$ cat config.mk
export PLATFORM = sky130hd
export DESIGN_NAME = fwd_scoreboard_unit
export DESIGN_NICKNAME = d
export VERILOG_FILES = /design/src/rtl/fwd_scoreboard_unit.sv
export SDC_FILE = /design/constraint.sdc
export NUM_CORES = 1
export LEC_CHECK = 0
export BUFFER_PORTS_ARGS = -buffer_cell sky130_fd_sc_hd__buf_2
export CAP_MARGIN = 0
export CORE_AREA = 2 2 83 85
export DETAILED_ROUTE_END_ITERATION = 6
export DIE_AREA = 0 0 85 87
export GPL_ROUTABILITY_DRIVEN = 0
export PLACE_DENSITY = 0.55
export SYNTH_ARGS = -nofsm -noshare
export SYNTH_HDL_FRONTEND = slang
export SYNTH_SLANG_ARGS = --single-unit
$ cat constraint.sdc
create_clock -name clk_i -period 3.3 [get_ports clk_i]
set_input_delay 0.495 -clock clk_i [delete_from_list [all_inputs] [get_ports clk_i]]
set_output_delay 0.495 -clock clk_i [all_outputs]
set_load 0.02 [all_outputs]
$ cat src/rtl/fwd_scoreboard_unit.sv
// fwd_scoreboard_unit
//   Forwarding and load-use hazard unit for the ARM pipeline. Tracks in-flight
//   writebacks for DEPTH stages after ID (stage 1 = EXE) in a shift-register
//   scoreboard and resolves each ID source operand to the youngest writer.
//   Load results are forwardable only from stage LOAD_RDY on, so a younger
//   load match stalls ID until the load has drained far enough. A
//   saturating counter accumulates the number of stall cycles.
//
//   Build option FWD_SCOREBOARD_FORWARD_EN:
//     defined   - forwarding selects active, only young loads stall.
//     undefined - selects tied to 0, any pending writer of a source stalls
//                 (classic no-forwarding interlock). Scoreboard and counter
//                 behave identically in both builds.
//
// Ports
//   clk_i            clock, rising edge
//   rst_n_i          synchronous active-low reset
//   advance_i        pipeline moves ID->EXE this cycle (0 = global freeze)
//   flush_i          kill the instruction in ID
//   id_valid_i       ID holds a real instruction
//   id_wb_en_i       ID instruction writes a register
//   id_mem_rd_i      ID instruction is a load
//   id_dst_i         ID destination register
//   id_src_i         packed sources, src i = [i*REG_AW +: REG_AW]
//   id_src_used_i    bit i = src i is actually read
//   sel_src_o        per-source select, 0 = register file, k = stage k
//   hazard_stall_o   hold PC/IF/ID and insert a bubble
//   stall_cnt_o      saturating count of stall cycles
module fwd_scoreboard_unit #(
  parameter int REG_AW   = 4,
  parameter int NUM_SRC  = 2,
  parameter int DEPTH    = 3,
  parameter int LOAD_RDY = 3,
  parameter int CNT_W    = 16,
  parameter int SEL_W    = $clog2(DEPTH + 1)
) (
  input  logic                       clk_i,
  input  logic                       rst_n_i,
  input  logic                       advance_i,
  input  logic                       flush_i,
  input  logic                       id_valid_i,
  input  logic                       id_wb_en_i,
  input  logic                       id_mem_rd_i,
  input  logic [REG_AW-1:0]          id_dst_i,
  input  logic [NUM_SRC*REG_AW-1:0]  id_src_i,
  input  logic [NUM_SRC-1:0]         id_src_used_i,
  output logic [NUM_SRC*SEL_W-1:0]   sel_src_o,
  output logic                       hazard_stall_o,
  output logic [CNT_W-1:0]           stall_cnt_o
);

  logic              vld_q [1:DEPTH];
  logic              wb_q  [1:DEPTH];
  logic              ld_q  [1:DEPTH];
  logic [REG_AW-1:0] dst_q [1:DEPTH];
  logic [CNT_W-1:0]  stall_cnt_q;
  logic [CNT_W-1:0]  stall_cnt_d;

  logic [SEL_W-1:0]  sel_i;
  logic              ld_i;
  logic              stall_hit;

  always_comb begin
    sel_src_o = '0;
    stall_hit = 1'b0;
    sel_i     = '0;
    ld_i      = 1'b0;
    for (int i = 0; i < NUM_SRC; i++) begin
      sel_i = '0;
      ld_i  = 1'b0;
      // Scan oldest to youngest so the youngest match is the one that sticks.
      for (int k = DEPTH; k >= 1; k--) begin
        if (id_src_used_i[i] && vld_q[k] && wb_q[k] &&
            (dst_q[k] == id_src_i[i*REG_AW +: REG_AW])) begin
          sel_i = SEL_W'(k);
          ld_i  = ld_q[k];
        end
      end
`ifdef FWD_SCOREBOARD_FORWARD_EN
      if (id_valid_i) sel_src_o[i*SEL_W +: SEL_W] = sel_i;
      if (ld_i && (int'(sel_i) < LOAD_RDY)) stall_hit = 1'b1;
`else
      // ld_i is only ever set alongside a hit, so this is simply "any hit".
      if ((sel_i != '0) || ld_i) stall_hit = 1'b1;
`endif
    end
  end

  assign hazard_stall_o = id_valid_i & ~flush_i & stall_hit;

  assign stall_cnt_d = (hazard_stall_o && (stall_cnt_q != '1)) ?
                       stall_cnt_q + CNT_W'(1) : stall_cnt_q;

  always_ff @(posedge clk_i) begin
    if (!rst_n_i) begin
      for (int k = 1; k <= DEPTH; k++) begin
        vld_q[k] <= 1'b0;
        wb_q[k]  <= 1'b0;
        ld_q[k]  <= 1'b0;
        dst_q[k] <= '0;
      end
      stall_cnt_q <= '0;
    end else begin
      if (advance_i) begin
        for (int k = 2; k <= DEPTH; k++) begin
          vld_q[k] <= vld_q[k-1];
          wb_q[k]  <= wb_q[k-1];
          ld_q[k]  <= ld_q[k-1];
          dst_q[k] <= dst_q[k-1];
        end
        // Flushed or stalled ID instruction enters EXE as a bubble.
        if (id_valid_i && !flush_i && !hazard_stall_o) begin
          vld_q[1] <= 1'b1;
          wb_q[1]  <= id_wb_en_i;
          ld_q[1]  <= id_mem_rd_i;
          dst_q[1] <= id_dst_i;
        end else begin
          vld_q[1] <= 1'b0;
          wb_q[1]  <= 1'b0;
          ld_q[1]  <= 1'b0;
          dst_q[1] <= '0;
        end
      end
      stall_cnt_q <= stall_cnt_d;
    end
  end

  assign stall_cnt_o = stall_cnt_q;

endmodule

Word-level counts from Yosys, hierarchy flattened
Memory sizes are Yosys's and may differ from the RTL's.
Cells that the tools add are included.

storage, ports and cells
  register bits after elaboration = 16
  bits in latches = 0
  bits in writable memories = 21
  ROM bits = 0
  input port bits = 21
  output and inout bits = 21
  word-level logic and storage cells = 101
  memories kept = 4

memories
  name   depth  width  read ports  clocked after memory_dff  wr ports  RTL line  RTL
  dst_q  3      4      3           0                         3         55        logic [REG_AW-1:0] dst_q [1:DEPTH];
  ld_q   3      1      3           0                         3         54        logic ld_q [1:DEPTH];
  vld_q  3      1      3           0                         3         52        logic vld_q [1:DEPTH];
  wb_q   3      1      3           0                         3         53        logic wb_q [1:DEPTH];

cells by class
  add/subtract/negate cells = 1
  multipliers = 0
  div/mod/pow operators = 0
  $lt $le $gt $ge = 0
  eq/ne operators = 7
  shifts and indexed selects = 0
  muxes and demuxes = 42
  bitwise gates (word level) = 19
  reduce and logical (&&, ||, !) cells = 27

operator list
  cell                     number
  $mux W1                  32
  $eq A4 B4 Y1             6
  $logic_and A1 B1 Y1      21
  $add A16 B1 Y16 const B  1
  $mux W4                  4
  $ne A16 B16 Y1 const B   1
  $or A1 B1 Y1             16
  $mux W2                  6
  $reduce_bool A2 Y1       2
  $and A1 B1 Y1            2
  $logic_not A1 Y1         2
  $logic_or A1 B1 Y1       2
  $not A1 Y1               1

Logic depth before layout (Yosys ltp)
An unclocked memory read counts as a cell.

  word-level depth = 20
  depth in mapped cells = 9
  depth with buffers taken out = 7

Worst setup path before layout
OpenSTA, ideal clock, no wires.

  path type = input to output
  from = in id_src_i[6]
  to = out hazard_stall_o
  arrival = 2,013 ps
  data required time = 2,805 ps
  path slack = 792 ps
  stages on the path = 8
  path buffers = 2
  cell sequence = xnor2_1 -> nand4_1 -> or4_1 -> o41ai_1 -> nor4_1 -> buf_6 -> clkbuf_1 -> nor2_1

between the ends
  longest elaborated chain between the ends = 9
  elaborated cells between the ends (all ways) = 16
  those cells by class = 3 x eq/ne; 7 x mux; 1 x bitwise; 5 x reduce/logical

ends and longest elaborated chain
  what                   RTL line  RTL
  start, declared        45        input logic [NUM_SRC*REG_AW-1:0] id_src_i,
  $eq A4 B4 Y1           74        (dst_q[k] == id_src_i[i*REG_AW +: REG_AW])) begin
  $logic_and A1 B1 Y1    73        if (id_src_used_i[i] && vld_q[k] && wb_q[k] &&
  $mux W2 (3 in series)  73
  $reduce_bool A2 Y1     84        if ((sel_i != '0) || ld_i) stall_hit = 1'b1;
  $logic_or A1 B1 Y1 *   84
  $mux W1 *              84
  $and A1 B1 Y1 *        89        assign hazard_stall_o = id_valid_i & ~flush_i & stall_hit;
  end, declared          48        output logic hazard_stall_o,

Mark *: on every way between the ends. The rest lies on a longest branch, timed or not.

==> impl_metrics.toml <==
[worst_setup_path]
path_class = "flop to output pin"
critPathBufInv = 2
crit_chain = "xnor2_1, nand4_1, or4_1, o41ai_1, nor4_2, buf_4, nor2_1, buf_2"
crit_fanout = 29
setup.worst_path.start_class = "flop"
required_ps = 2800
cp_slowest_stage_delay_ps = 510
critPathSlowestCell = "or4_1"
end_kind = "output pin"
crit_arrival_ps = 2220
cp_top_family = "simple AND/OR/NAND/NOR gates"

[clock_tree]
cts_made_buffers = 5
post_cts_buffers = 0
root_buffer = "clkbuf_8"
cts_hold_buf = 0
clockBufferDepth = 2
cts.sinks = 34
htreeDepth = 2
path_clk_slew_ps = 70
ctsResizeCount = 0
insertion_delay_ps = 280
cts_tree = "yes"

[logic_synthesis]
synth-seq-cells = 34
ys.flop_type = "edfxtp_1"
async_flop_share = 0
synth_cell_types = 35
synth_cells = 186
yosys_warnings = 0
synth_edf_count = 18
netlist_area_um2 = 1883
yosysSeqAreaShare = 0.4571
synth_area_per_cell_um2 = 10.12

[routing]
viasPerCell = 4.927
wirelength_um = 4039
first_iter_violations = 47
route.detailed.wl_per_inst_um = 13.46
drt_pass1_iterations = 4
ant_nets = 0
dr_total_vias = 1478
drc = 0

[cells_and_area]
fin_nets = 241
layout-drive-gt1-share = 0.2000
layout_common_cells = "buf_2 (36), xor2_1 (18), edfxtp_1 (18)"
flow.area_growth_from_synthesis_pct = 16.61
fin_cells = 300
fill_cells = 675
final_common_cell = "buf_2"
insertedDiodeCount = 0

[run_status]
outcome = "finished clean"

[hold_path]
min_path_type = "flop to flop"

[sta]
finClkSkew_ps = 6.974
max_slew_margin = 0.4391
finalSetupViolations = 0
finalHoldViolCount = 0
worst_slack_ps = 589.5
whs_ps = 485.8
period_share = 0.8214
tns_ps = 0
slew_violations = 0
worstMarginPinSlew_ps = 841.3
rsz0062_at_grt = "no"
finalCriticalPeriod_ps = 2711
fmax_ghz = 0.3689

[power_and_ir_drop]
power_mw = 0.8323
ir_drop_mv = 0.1686
p_per_area_nw_per_um2 = 379.0
leakage_nw = 0.8888

[global_route]
grt_max_degree = 38
grt_overflow = 0
antenna_found_initial = 0
grt_pass1_vias = 1357
track_usage = 0.1127
grt_pass1_wl_um = 6527

[placement]
dpl.hpwl_um = 2853
dp.cells = 292
place_ws_ps = 692.7
portBuffers = 36

[die]
die_h_um = 87
core_area_um2 = 6569
ios = 42
die_area_um2 = 7395
dieWidth_um = 85
std_cell_rows = 30
start_util = 0.2867

[flow_run]
max_cap_violations = 0
## metal layers
layer	global-route usage	vias to the layer above	share of wire
met1	0.1456	698	0.49
met2	0.1776	23	0.48
met3	0.02654	4	0.020
li1	-	753	-
met5	0	-	0
met4	0.05483	0	0.011
## power breakdown
| group | leakage [nW] | internal [mW] | switching, mW |
|---|---|---|---|
| sequential | 0.329 | 0.459 | 0.0108 |
| combinational | 0.519 | 0.0293 | 0.0408 |
| clock | 0.0407 | 0.141 | 0.152 |
## kinds of logic after synthesis
kind of cell / share of synthesized area
flip-flops: 0.4571
other: 0.001991
buffers and inverters: 0.04451
multiplexers: 0.02126
XOR/XNOR: 0.1116
AO/OA/AOI/OAI: 0.09900
adder cells (fa/ha/maj): 0.006643
AND/OR/NAND/NOR: 0.2578
## path summary, 6_finish.rpt
path	startpoint	end	slack (ps)	cells after the start
setup reg to reg	dst_q[0][10]$_SDFFCE_PN0P_	stall_cnt_o[9]$_SDFFE_PN0P_	860	8
hold / removal	stall_cnt_o[3]$_SDFFE_PN0P_	stall_cnt_o[3]$_SDFFE_PN0P_	490	2
setup / recovery	dst_q[0][10]$_SDFFCE_PN0P_	hazard_stall_o	590	8
hold reg to reg	stall_cnt_o[3]$_SDFFE_PN0P_	stall_cnt_o[3]$_SDFFE_PN0P_	490	2
## cell usage after synthesis (3+ instances only)
| cell | instances | area (um^2) |
|---|---|---|
| a21boi_1 | 8 | 60.06 |
| and2_1 | 8 | 50.05 |
| and3_1 | 14 | 87.58 |
| and4_1 | 3 | 26.28 |
| buf_4 | 4 | 30.03 |
| clkbuf_1 | 9 | 33.78 |
| dfxtp_1 | 16 | 320.3 |
| edfxtp_1 | 18 | 540.5 |
| mux2i_1 | 4 | 40.04 |
| nand2_1 | 13 | 48.80 |
| nand2b_1 | 7 | 43.79 |
| nand3_1 | 4 | 20.02 |
| nand4_1 | 11 | 68.82 |
| nor4_1 | 4 | 25.02 |
| o31ai_1 | 9 | 67.56 |
| or4_1 | 9 | 67.56 |
| xnor2_1 | 6 | 52.55 |
| xor2_1 | 18 | 157.7 |
## worst min-delay path, cell delays in order, from the launching register on
cell and delay, ps:
dfxtp_1 330, nand2_1 60, mux2i_1 50
## sequential cells by signal, indices dropped and copies added (netlist names)
register / cells
dst_q: 12
stall_cnt_o: 16
wb_q: 3
vld_q: 3
## area by class of cell
cell class / count / area, um^2 / area share
Tap cell: 80 / 100.1 / 0.04558
Clock buffer: 5 / 68.82 / 0.03134
Inverter: 1 / 3.754 / 0.001709
Timing Repair Buffer: 38 / 195.2 / 0.08889
Sequential cell: 34 / 860.8 / 0.3920
Multi-Input combinational cell: 139 / 955.9 / 0.4353
Clock inverter: 3 / 11.26 / 0.005128
## metrics by stage
stage            util  cell area (um^2)
2_1_floorplan       -              1894
3_3_place_gp   0.3221              2116
3_5_place_dp   0.3221              2116
4_1_cts        0.3343              2196
5_1_grt        0.3343              2196
6_report       0.3343              2196
(Power assumes the default switching activity.)
